==> config.mk <==
export PLATFORM = sky130hd
export DESIGN_NAME = toa_fine_encoder_pipe_flat
export DESIGN_NICKNAME = d
export VERILOG_FILES = /design/src/rtl/toa_fine_encoder_pipe_if.sv /design/src/rtl/toa_fine_encoder_pipe.sv /design/src/flat_wrapper.sv
export SDC_FILE = /design/constraint.sdc
export NUM_CORES = 1
export LEC_CHECK = 0
export BUFFER_PORTS_ARGS = -buffer_cell sky130_fd_sc_hd__buf_4
export CELL_PAD_IN_SITES_DETAIL_PLACEMENT = 0
export CELL_PAD_IN_SITES_GLOBAL_PLACEMENT = 1
export CORE_MARGIN = 2
export CORE_UTILIZATION = 45
export CTS_CLUSTER_SIZE = 24
export DETAILED_ROUTE_END_ITERATION = 10
export MAX_ROUTING_LAYER = met4
export PLACE_DENSITY_LB_ADDON = 0.1
export SETUP_SLACK_MARGIN = 0.2
export SYNTH_ARGS = -nofsm -noshare
export SYNTH_HDL_FRONTEND = slang
export SYNTH_SLANG_ARGS = --single-unit
==> constraint.sdc <==
create_clock -name clk -period 2.5 [get_ports clk]
set_input_delay 0.625 -clock clk [delete_from_list [all_inputs] [get_ports clk]]
set_output_delay 0.625 -clock clk [all_outputs]
set_load 0.01 [all_outputs]
==> src/rtl/toa_fine_encoder_pipe_if.sv <==
// rtl/toa_fine_encoder_pipe_if.sv - sample/result bundle for the fine TOA encoder
interface toa_fine_encoder_pipe_if #(
  parameter int N_TAPS = 63,
  parameter int POS_W  = 6,
  parameter int CNT_W  = 16
);
  logic              in_valid;
  logic [N_TAPS-1:0] code_in;
  logic [1:0]        level;
  logic              clr_cnt;
  logic              out_valid;
  logic [POS_W-1:0]  pos;
  logic              no_edge;
  logic              multi_edge;
  logic [CNT_W-1:0]  err_cnt;

  modport master (
    output in_valid, code_in, level, clr_cnt,
    input  out_valid, pos, no_edge, multi_edge, err_cnt
  );

  modport slave (
    input  in_valid, code_in, level, clr_cnt,
    output out_valid, pos, no_edge, multi_edge, err_cnt
  );
endinterface

==> src/rtl/toa_fine_encoder_pipe.sv <==
// rtl/toa_fine_encoder_pipe.sv - 3-stage bubble-filtered thermometer edge encoder
module toa_fine_encoder_pipe #(
  parameter int N_TAPS = 63,
  parameter int POS_W  = 6,
  parameter int CNT_W  = 16
) (
  input  logic                      clk,
  input  logic                      reset,
  toa_fine_encoder_pipe_if.slave    bus
);

  logic              s1_valid;
  logic [N_TAPS-1:0] s1_code;
  logic [1:0]        s1_level;
  logic              s2_valid;
  logic [N_TAPS-1:0] s2_code;
  logic [N_TAPS-1:0] filt;
  logic [2:0]        sum3;
  logic [2:0]        sum5;
  logic [POS_W-1:0]  enc_pos;
  logic              enc_hit;
  logic              enc_multi;

  // Stage 1: capture code with its own filter depth so level changes never leak across samples
  always_ff @(posedge clk) begin
    if (reset) begin
      s1_valid <= 1'b0;
    end else begin
      s1_valid <= bus.in_valid;
    end
    if (bus.in_valid) begin
      s1_code  <= bus.code_in;
      s1_level <= bus.level;
    end
  end

  // Circular majority bubble filter; the delay line is treated as a ring
  always_comb begin
    filt = s1_code;
    sum3 = '0;
    sum5 = '0;
    for (int i = 0; i < N_TAPS; i++) begin
      sum3 = 3'(s1_code[(i + N_TAPS - 1) % N_TAPS]) + 3'(s1_code[i])
           + 3'(s1_code[(i + 1) % N_TAPS]);
      sum5 = sum3 + 3'(s1_code[(i + N_TAPS - 2) % N_TAPS])
           + 3'(s1_code[(i + 2) % N_TAPS]);
      case (s1_level)
        2'd2:    filt[i] = (sum3 >= 3'd2);
        2'd3:    filt[i] = (sum5 >= 3'd3);
        default: filt[i] = s1_code[i];
      endcase
    end
  end

  // Stage 2: register the filtered code
  always_ff @(posedge clk) begin
    if (reset) begin
      s2_valid <= 1'b0;
    end else begin
      s2_valid <= s1_valid;
    end
    if (s1_valid) begin
      s2_code <= filt;
    end
  end

  // 1->0 edge detect with lowest-index priority; no edge reports N_TAPS
  always_comb begin
    enc_pos   = POS_W'(N_TAPS);
    enc_hit   = 1'b0;
    enc_multi = 1'b0;
    for (int i = 0; i < N_TAPS; i++) begin
      if (s2_code[i] && !s2_code[(i + 1) % N_TAPS]) begin
        if (enc_hit) begin
          enc_multi = 1'b1;
        end else begin
          enc_hit = 1'b1;
          enc_pos = POS_W'(i);
        end
      end
    end
  end

  // Stage 3: result registers hold their value between valid results
  always_ff @(posedge clk) begin
    if (reset) begin
      bus.out_valid  <= 1'b0;
      bus.pos        <= '0;
      bus.no_edge    <= 1'b0;
      bus.multi_edge <= 1'b0;
    end else begin
      bus.out_valid <= s2_valid;
      if (s2_valid) begin
        bus.pos        <= enc_pos;
        bus.no_edge    <= !enc_hit;
        bus.multi_edge <= enc_multi;
      end
    end
  end

  // Saturating multi-edge counter; clear has priority over a coincident increment
  always_ff @(posedge clk) begin
    if (reset || bus.clr_cnt) begin
      bus.err_cnt <= '0;
    end else if (bus.out_valid && bus.multi_edge && (bus.err_cnt != '1)) begin
      bus.err_cnt <= bus.err_cnt + CNT_W'(1);
    end
  end

endmodule

==> src/flat_wrapper.sv <==
// flat-port wrapper written by rule: the top's interface ports become plain ports
module toa_fine_encoder_pipe_flat 
#(
  parameter int N_TAPS = 63,
  parameter int POS_W  = 6,
  parameter int CNT_W  = 16
)
  (clk, reset, bus_in_valid, bus_code_in, bus_level, bus_clr_cnt, bus_out_valid, bus_pos, bus_no_edge, bus_multi_edge, bus_err_cnt);
  toa_fine_encoder_pipe_if #(.N_TAPS(N_TAPS), .POS_W(POS_W), .CNT_W(CNT_W)) bus_i ();
  input  logic clk;
  input  logic reset;
  input wire logic [$bits(bus_i.in_valid)-1:0] bus_in_valid;
  input wire logic [$bits(bus_i.code_in)-1:0] bus_code_in;
  input wire logic [$bits(bus_i.level)-1:0] bus_level;
  input wire logic [$bits(bus_i.clr_cnt)-1:0] bus_clr_cnt;
  output wire logic [$bits(bus_i.out_valid)-1:0] bus_out_valid;
  output wire logic [$bits(bus_i.pos)-1:0] bus_pos;
  output wire logic [$bits(bus_i.no_edge)-1:0] bus_no_edge;
  output wire logic [$bits(bus_i.multi_edge)-1:0] bus_multi_edge;
  output wire logic [$bits(bus_i.err_cnt)-1:0] bus_err_cnt;
  assign bus_i.in_valid = bus_in_valid;
  assign bus_i.code_in = bus_code_in;
  assign bus_i.level = bus_level;
  assign bus_i.clr_cnt = bus_clr_cnt;
  assign bus_out_valid = bus_i.out_valid;
  assign bus_pos = bus_i.pos;
  assign bus_no_edge = bus_i.no_edge;
  assign bus_multi_edge = bus_i.multi_edge;
  assign bus_err_cnt = bus_i.err_cnt;
  toa_fine_encoder_pipe #(.N_TAPS(N_TAPS), .POS_W(POS_W), .CNT_W(CNT_W)) u_core (.clk(clk), .reset(reset), .bus(bus_i));
endmodule
==> impl_metrics.env <==
export IMPL_status="complete, but fails checks"
export IMPL_violations="negative setup slack"
export IMPL_area_growth_pct=32.5
export IMPL_rsz0062_at_grt="yes"
export IMPL_fin_skew_ps=10.6
export IMPL_grt_pass1_wl_um=60200
export IMPL_layout_setup_ws_ps=-206
export IMPL_dp_cells=2126
export IMPL_htree_levels=4
export IMPL_finalSetupViolCount=63
export IMPL_vias=11566
export IMPL_antenna_found_initial=0
export IMPL_async_reset_ff_share_pct=0
export IMPL_cp_max_fo=4
export IMPL_cts_sinks=155
export IMPL_grt_max_degree=127
export IMPL_cts_tree="done"
export IMPL_syn_area_um2=14800
export IMPL_wl_per_cell_um=16.1
export IMPL_core_area_um2=32500
export IMPL_powerDensity_nw_per_um2=524
export IMPL_syn_nets=1831
export IMPL_nNetsFinal=2222
export IMPL_num_fill_cells=2840
export IMPL_arrival_ps=2880
export IMPL_synth_area_leader_cell="edfxtp_1"
export IMPL_ys_seq_area_share_pct=29.7
export IMPL_grt_pass1_vias=11738
export IMPL_slew_viol_final=0
export IMPL_synth_cell_type_count=72
export IMPL_syn_avg_cell_area_um2=10.2
export IMPL_worstHoldPathType="in2reg"
export IMPL_grt_total_usage_pct=23.3
export IMPL_crit_chain="buf_4, fa_1, inv_1, fa_2, inv_2, fa_1, a21oi_2, nand2_1, o211ai_1, o21ai_1"
export IMPL_ant_nets=0
export IMPL_critical_path_slowest_cell="fa_1"
export IMPL_crit_top_cell="fa_1"
export IMPL_antenna_cells=0
export IMPL_synth_area_leaders="edfxtp_1, fa_1, ha_1"
export IMPL_worstMarginPinSlew_ps=600
export IMPL_power_leakage_nw=8.72
export IMPL_synthMostInstantiatedCell="inv_1"
export IMPL_path_class="reg2reg"
export IMPL_fp_row_count=66
export IMPL_max_stage_delay_ps=520
export IMPL_crit_family="adder cells"
export IMPL_initial_core_util_pct=45.5
export IMPL_clk_pin_slew_ps=70
export IMPL_vias_per_cell=5.05
export IMPL_period_share_pct=108
export IMPL_numCtsBuffers=17
export IMPL_dieArea_um2=34300
export IMPL_io_pins=94
export IMPL_final_min_clock_period_ps=2710
export IMPL_numPortBuffers=93
export IMPL_layout_drive_gt1_share_pct=36.8
export IMPL_clockBufferDepth=2
export IMPL_crit_required_ps=2680
export IMPL_root_buffer="clkbuf_16"
export IMPL_synth_cells=1446
export IMPL_netlist_area_leader_share_pct=26.0
export IMPL_path_buf_inv=3
export IMPL_rrSetupSlack_ps=-210
export IMPL_die_w_um=185
export IMPL_final_hold_violation_count=0
export IMPL_dr_pass1_iters=5
export IMPL_endpoint_kind="flip-flop"
export IMPL_gp_congestion=0.887
export IMPL_gr_total_overflow=0
export IMPL_synth_ff_type="edfxtp_1"
export IMPL_drv_cap=0
export IMPL_fmax_ghz=0.370
export IMPL_maxSlewHeadroom_pct=59.6
export IMPL_ys_seq_elements=155
export IMPL_drc=0
export IMPL_drt_initial_drc_count=576
export IMPL_layoutNonFillerInstCount=2292
export IMPL_yosys_top_cells_count="inv_1, fa_1, edfxtp_1"
export IMPL_ir_worst_vdd_uv=507
export IMPL_power_mw=10.3
export IMPL_clock_latency_ps=450
export IMPL_dpl_hpwl_um=27400
export IMPL_synth_edf_count=128
export IMPL_yosysWarningCount=0
export IMPL_detail_route_wirelength_um=37000
export IMPL_fp_dieH_um=185
export IMPL_start_kind="flip-flop"
==> stage by stage <==
step | TNS, ps | utilization (%) | hold WS (ps) | cell area (um2) | worst slack (ps)
floorplan | -341 | - | 505 | 14900 | -16.0
global placement | -7940 | 53.7 | 466 | 17400 | -194
detailed placement | -9770 | 53.7 | 481 | 17400 | -227
CTS | -7800 | 58.4 | 315 | 19000 | -178
global route | -15850 | 60.3 | 310 | 19600 | -356
finish | -8330 | 60.3 | 340 | 19600 | -206
==> logic make-up after synthesis <==
| kind of cell | share of synthesized area [%] |
|---|---|
| XOR/XNOR | 0.890 |
| AND/OR/NAND/NOR | 10.7 |
| buffers and inverters | 8.08 |
| flip-flops | 29.7 |
| AO/OA/AOI/OAI | 14.2 |
| adder cells (fa/ha/maj) | 36.4 |
==> path summary, 6_finish.rpt <==
kind / startpoint / endpoint / depth (start not counted)
min reg2reg: u_core.bus.pos[3]$_SDFFE_PP0P_ / u_core.bus.pos[3]$_SDFFE_PP0P_ / 2
max: u_core.s1_code[17]$_DFFE_PP_ / u_core.s2_code[16]$_DFFE_PP_ / 10
min: bus_code_in[15] / u_core.s1_code[15]$_DFFE_PP_ / 1
max reg2reg: u_core.s1_code[17]$_DFFE_PP_ / u_core.s2_code[16]$_DFFE_PP_ / 10
==> repair_timing <==
action	4_1_cts	5_1_grt
resized for setup	62	86
pin swaps	124	85
setup endpoints to repair	68	74
hold buffers	0	0
setup buffers	94	40
==> metal layers <==
metal | GRT usage (%) | wire length (um) | vias up
met1 | 31.9 | 17700 | 5665
met5 | - | 0 | -
met2 | 37.0 | 17500 | 208
met3 | 3.66 | 1300 | 35
li1 | - | - | 5658
met4 | 5.21 | 427 | 0
==> cells in the final DEF, fill, tap and decap left out, drive strengths merged, types with 3 or more instances in the layout <==
cell	synthesis	routed
a211oi	12	12
a221oi	3	3
nor4b	3	3
o32ai	5	5
buf	8	409
o21ai	86	86
o211ai	68	68
ha	127	127
o22ai	4	4
inv	276	282
and3	6	6
xnor2	6	6
o2111ai	6	6
or2	4	4
o31ai	5	5
and2	12	12
nor3	8	8
nor2	60	60
a311oi	3	3
a22oi	5	5
nand2	114	114
nor4	12	12
fa	189	189
a31oi	8	8
dfxtp	27	27
nand3	28	28
clkinv	1	6
a21o	3	3
a21oi	101	101
nand4	18	18
xor2	9	9
edfxtp	128	128
clkbuf	29	20
nor2b	14	14
nand2b	31	31
==> sequential cells by signal (all words and copies together) (netlist names) <==
register and count:
u_core.s1_code 63, u_core.s2_code 63, u_core.bus.err_cnt 16, u_core.bus.pos 6, u_core.s1_level 2, u_core.bus.multi_edge 1
u_core.bus.no_edge 1, u_core.bus.out_valid 1, u_core.s1_valid 1, u_core.s2_valid 1
==> layout make-up <==
cell class	instances	area, um2	area share [%]
clock buffers	20	458	2.34
well taps	442	553	2.83
multi-input cells	977	9740	49.8
clock inverters	12	111	0.569
repair buffers	409	3270	16.7
inverters	277	1040	5.32
flip-flops and latches	155	4390	22.4
==> power by group <==
group	internal (mW)	leakage (nW)	switching (mW)
sequential	3.07	1.44	0.281
clock	1.44	0.285	1.19
combinational	2.03	6.99	2.25
Note: power is estimated with default switching activity, not from simulation.
